### src/rtl/shiftable_memory_ctrl.sv
`default_nettype none
// ============================================================================
// Module      : shiftable_memory_ctrl
// Description : Stream-side sequencer for a shiftable_memory. Fills bank B
//               from an input stream, swaps the full frame into bank A with
//               one shift+clear, and drains bank A to an output stream.
//               The single memory address port alternates between write
//               slots (slot=0) and read slots (slot=1).
// Revision    : 1.0 - initial release
// ============================================================================
module shiftable_memory_ctrl #(
  parameter int DATA_WIDTH   = 16,
  parameter int MEM_CAPACITY = 49,
  parameter int ADDR_WIDTH   = 6
) (
  input  logic                  clk,
  input  logic                  rst,
  input  logic                  in_valid,
  input  logic [DATA_WIDTH-1:0] in_data,
  output logic                  in_ready,
  output logic                  out_valid,
  output logic [DATA_WIDTH-1:0] out_data,
  output logic                  out_last,
  input  logic                  out_ready,
  output logic [ADDR_WIDTH-1:0] mem_A,
  output logic [DATA_WIDTH-1:0] mem_WDB,
  output logic                  mem_WEB,
  output logic                  mem_shiftA,
  output logic                  mem_clrB,
  input  logic [DATA_WIDTH-1:0] mem_RDA
);

  // One spare bit so the read counter can reach MEM_CAPACITY even when
  // MEM_CAPACITY == 2**ADDR_WIDTH.
  localparam int                c_cnt_w = ADDR_WIDTH + 1;
  localparam logic [c_cnt_w-1:0] c_last = c_cnt_w'(MEM_CAPACITY - 1);
  localparam logic [c_cnt_w-1:0] c_cap  = c_cnt_w'(MEM_CAPACITY);
  localparam logic [c_cnt_w-1:0] c_one  = c_cnt_w'(1);

  typedef enum logic [0:0] {
    W_FILL = 1'b0,
    W_FULL = 1'b1
  } wstate_t;

  typedef enum logic [0:0] {
    R_IDLE  = 1'b0,
    R_DRAIN = 1'b1
  } rstate_t;

  wstate_t                r_wstate;
  rstate_t                r_rstate;
  logic                   r_slot;
  logic [c_cnt_w-1:0]     r_wr_cnt;
  logic [c_cnt_w-1:0]     r_rd_cnt;
  logic                   r_rd_pend;
  logic                   r_out_valid;
  logic [DATA_WIDTH-1:0]  r_out_data;
  logic                   r_out_last;
  logic [ADDR_WIDTH-1:0]  r_mem_a;
  logic [DATA_WIDTH-1:0]  r_mem_wdb;
  logic                   r_mem_web;
  logic                   r_mem_shift;
  logic                   r_mem_clr;

  logic w_in_ready;
  logic w_wr_fire;
  logic w_swap;
  logic w_out_fire;
  logic w_rd_issue;

  // Input is accepted only in write slots while filling; held low in reset
  // so every output reads 0 while rst is asserted.
  assign w_in_ready = !rst && !r_slot && (r_wstate == W_FILL);
  assign w_wr_fire  = in_valid && w_in_ready;
  // A full bank B moves to bank A as soon as the reader has finished.
  assign w_swap     = (r_wstate == W_FULL) && (r_rstate == R_IDLE);
  assign w_out_fire = r_out_valid && out_ready;
  // Reads go out in read slots, one outstanding at a time, only when the
  // output register will be free by the time the data is captured.
  assign w_rd_issue = (r_rstate == R_DRAIN) && r_slot && !r_rd_pend &&
                      (r_rd_cnt < c_cap) && (!r_out_valid || out_ready);

  assign in_ready   = w_in_ready;
  assign out_valid  = r_out_valid;
  assign out_data   = r_out_data;
  assign out_last   = r_out_last;
  assign mem_A      = r_mem_a;
  assign mem_WDB    = r_mem_wdb;
  assign mem_WEB    = r_mem_web;
  assign mem_shiftA = r_mem_shift;
  assign mem_clrB   = r_mem_clr;

  // Slot toggle, write/read state machines and all registered outputs.
  always_ff @(posedge clk or posedge rst) begin
    if (rst) begin
      r_slot      <= 1'b0;
      r_wstate    <= W_FILL;
      r_rstate    <= R_IDLE;
      r_wr_cnt    <= '0;
      r_rd_cnt    <= '0;
      r_rd_pend   <= 1'b0;
      r_out_valid <= 1'b0;
      r_out_data  <= '0;
      r_out_last  <= 1'b0;
      r_mem_a     <= '0;
      r_mem_wdb   <= '0;
      r_mem_web   <= 1'b0;
      r_mem_shift <= 1'b0;
      r_mem_clr   <= 1'b0;
    end else begin
      r_slot      <= ~r_slot;
      r_mem_web   <= 1'b0;
      r_mem_shift <= 1'b0;
      r_mem_clr   <= 1'b0;

      // Write side: one sample per write slot into bank B.
      if (w_wr_fire) begin
        r_mem_a   <= r_wr_cnt[ADDR_WIDTH-1:0];
        r_mem_wdb <= in_data;
        r_mem_web <= 1'b1;
        if (r_wr_cnt == c_last) begin
          r_wr_cnt <= '0;
          r_wstate <= W_FULL;
        end else begin
          r_wr_cnt <= r_wr_cnt + c_one;
        end
      end

      // Swap: only reachable from W_FULL, so never coincides with a write.
      if (w_swap) begin
        r_mem_shift <= 1'b1;
        r_mem_clr   <= 1'b1;
        r_wstate    <= W_FILL;
        r_rstate    <= R_DRAIN;
        r_rd_cnt    <= '0;
      end

      // Read issue: slot=1 only, so never on the same edge as a write.
      if (w_rd_issue) begin
        r_mem_a   <= r_rd_cnt[ADDR_WIDTH-1:0];
        r_rd_pend <= 1'b1;
      end

      // Capture one edge after issue; mem_RDA settled on the falling edge.
      if (r_rd_pend) begin
        r_out_data  <= mem_RDA;
        r_out_valid <= 1'b1;
        r_out_last  <= (r_rd_cnt == c_last);
        r_rd_pend   <= 1'b0;
        r_rd_cnt    <= r_rd_cnt + c_one;
      end else if (w_out_fire) begin
        r_out_valid <= 1'b0;
        r_out_last  <= 1'b0;
        if (r_out_last) begin
          r_rstate <= R_IDLE;
        end
      end
    end
  end

endmodule
`default_nettype wire
### config.mk
export PLATFORM = sky130hd
export DESIGN_NAME = shiftable_memory_ctrl
export DESIGN_NICKNAME = d
export VERILOG_FILES = /design/src/rtl/shiftable_memory_ctrl.sv
export SDC_FILE = /design/constraint.sdc
export NUM_CORES = 1
export LEC_CHECK = 0
export CORE_AREA = 2 2 74 83
export CTS_CLUSTER_SIZE = 14
export DETAILED_ROUTE_END_ITERATION = 7
export DIE_AREA = 0 0 76 85
export GPL_ROUTABILITY_DRIVEN = 0
export HOLD_SLACK_MARGIN = 0.05
export PLACE_DENSITY_LB_ADDON = 0.1
export SLEW_MARGIN = 20
export SYNTH_ARGS = -nofsm -noshare
export SYNTH_HDL_FRONTEND = slang
export SYNTH_SLANG_ARGS = --single-unit
### constraint.sdc
create_clock -name clk -period 2.2 [get_ports clk]
set_clock_uncertainty 0.05 [all_clocks]
set_input_delay 0.44 -clock clk [delete_from_list [all_inputs] [get_ports clk]]
set_output_delay 0.44 -clock clk [all_outputs]
set_load 0.1 [all_outputs]
==> run_results.csv <==
group,metric,value,unit
sta,hold_viol_final,0,
synthesis,yosysUniqueCellTypes,37,
route,via_count,1942,
die,die_w,76,um
synthesis,synth.area.top_cells,"dfrtp_1 (59%), mux2_2 (10%), nand2_1 (9.6%)",
synthesis,synth_area,2540,um2
sta,period_needed,1980,ps
worst_setup_path,worstPathRequired,2370,ps
pwr,p_leak,1.71,nW
synthesis,synth_common_cells,"nand2_1 (65), dfrtp_1 (60), mux2_2 (23), inv_1 (10)",
placed_design,dpl.hpwl,3930,um
worst_setup_path,crit_arrival,2150,ps
sta,finalSetupViolations,0,
clock_tree,root_buffer,"clkbuf_8",
global_route,grt_antenna_before_repair,0,
clock_tree,clkLatencyLatePin,330,ps
clock_tree,ctsLongestPathBuffers,2,
route,via_per_inst,4.86,
cells_and_area,diodes,0,
route,final_antenna_net_count,0,
clock_tree,clkSinkCount,60,
synthesis,seq_area_frac_synth,59.1,%
clock_tree,ctsHoldBuffers,0,
synthesis,avgSynthCellArea,11.1,um2
pwr,finalPower,5.29,mW
flow_run,maxCapViolations,0,
cells_and_area,drive_gt1_share,30.3,%
sta,rsz0062_at_grt,"no",
worst_setup_path,crit_type,"in -> reg",
synthesis,yosysMostFrequentCell,"nand2_1",
worst_hold_path,hp-class,"reg -> reg",
sta,fmax,0.505,GHz
sta,worst_pin_slew,628,ps
die,initial_utilization,45.2,%
cells_and_area,area_growth,39.8,%
global_route,grt_pass1_vias,1935,
synthesis,synthesis.nets,269,
worst_setup_path,worst_setup_path_start_kind,"primary input",
synthesis,ys_ff_latch,60,
sta,fin_crit_sh,90.1,%
route,wl,5450,um
cells_and_area,nNetsFinal,358,
clock_tree,cts_inserted_buffers,9,
synthesis,synth_top_area_share,59.1,%
die,die_h,85,um
die,dieArea,6460,um2
worst_setup_path,cp_max_fo,5,
synthesis,yosysWarnings,0,
global_route,grt_max_degree,37,
route,drt_pass1_iterations,4,
clock_tree,post_cts_buffers,0,
synthesis,synth_ff_type,"dfrtp_1",
route,remaining_drc_errors,0,
clock_tree,cts_tree,"done",
global_route,grt_use_total,18.2,%
die,num_rows,29,
die,core-area,5620,um2
route,drt_iter0_markers,74,
synthesis,async_reset_ff_share,100,%
cells_and_area,stdcell_count,400,
clock_tree,post_cts_resized,0,
placed_design,io_buffers,79,
global_route,grt_pass1_wl,9290,um
synthesis,synth_enable_flop_cells,0,
cells_and_area,fillCellCount,466,
sta,slew_viol_final,0,
worst_setup_path,crit_path_end_kind,"register",
pwr,peakVddDrop,838,uV
outcome,outcome,"finished, final reports clean",
clock_tree,h-tree-depth,3,
synthesis,synth_top_area_cell,"dfrtp_1",
global_route,overflow,0,
route,routedWlPerCell,13.6,um
sta,slew_headroom,57.8,%
pwr,p_per_area,1490,nW/um2
synthesis,syn_inst,229,
die,pin_count,80,
clock_tree,cts.clk_slew.worst_paths,60,ps
placed_design,dpl.cell_count,384,
flip-flops by register name, indices dropped and copies added (netlist names):
| name | cells |
|---|---|
| r_rd_cnt | 7 |
| mem_clrB | 1 |
| out_data | 16 |
| out_last | 1 |
| r_wstate | 1 |
| r_rd_pend | 1 |
| mem_A | 6 |
| mem_WDB | 16 |
| r_rstate | 1 |
| out_valid | 1 |
| mem_WEB | 1 |
| r_wr_cnt | 7 |
| r_slot | 1 |
worst max-delay path, stage by stage:
cell and delay (ps):
clkdlybuf4s50_1 410, or4b_1 550, buf_4 190, mux2_4 290, mux2_2 260
final timing paths:
kind / cells past startpoint / slack, ps / endpoint / startpoint
max in group asynchronous: 4 / 1180 / mem_WDB[11]$_DFFE_PP0P_ / rst
max reg2reg: 4 / 240 / mem_A[5]$_DFFE_PP0P_ / r_wstate$_DFFE_PP0P_
max: 5 / 220 / mem_A[5]$_DFFE_PP0P_ / rst
min in group asynchronous: 3 / 450 / r_wr_cnt[3]$_DFFE_PP0P_ / rst
min: 1 / 410 / r_wr_cnt[6]$_DFFE_PP0P_ / r_wr_cnt[6]$_DFFE_PP0P_
min reg2reg: 1 / 410 / r_wr_cnt[6]$_DFFE_PP0P_ / r_wr_cnt[6]$_DFFE_PP0P_
through the flow:
stage	util (%)	cell area [um2]	hold slack (ps)	TNS (ps)	worst slack [ps]
floorplan	-	2540	384	0	79.1
global placement	59.9	3370	406	-497	-94.5
detailed placement	59.9	3370	404	-878	-123
CTS	63.1	3550	419	0	225
global route	63.1	3550	435	0	147
finish	63.1	3550	415	0	219
placed cells by master (no fill, tap or decap), types with 2 or more instances in the layout:
cell	instances
nand2_1	65
clkinv_2	3
nand2b_1	3
o211ai_1	2
ha_1	4
nand3_1	4
buf_12	2
o21ai_0	7
dfrtp_1	60
nor3_1	3
xor2_1	4
o31ai_1	2
nand4_1	3
clkdlybuf4s50_1	35
o22ai_1	3
clkbuf_8	11
mux2i_1	5
inv_1	9
buf_4	52
inv_2	2
mux2_2	23
where the power goes:
part,switching (mW),internal [mW]
sequential,0.266,1.42
combinational,2.13,0.594
clock,0.417,0.466
metal layers:
layer	part of all wire [%]	vias to the layer above	global-route usage, %
li1	-	938	-
met3	4.6	11	3.94
met4	1.6	0	8.93
met2	52	50	31.9
met5	0	-	0
met1	42	943	21.5
final cells by class:
type	instances	area [um2]	share of cell area, %
Sequential cell	60	1500	42.3
Timing Repair Buffer	89	781	22.0
Inverter	12	45.0	1.27
Multi-Input combinational cell	146	947	26.7
Tap cell	77	96.3	2.71
Clock buffer	12	155	4.37
Clock inverter	4	23.8	0.670
cells by family after synthesis:
group / share of synthesized area [%]
AND/OR/NAND/NOR: 15.1
flip-flops: 59.1
multiplexers: 12.8
buffers and inverters: 3.79
AO/OA/AOI/OAI: 5.52
XOR/XNOR: 1.72
adder cells (fa/ha/maj): 1.97
(Power assumes the default switching activity.)
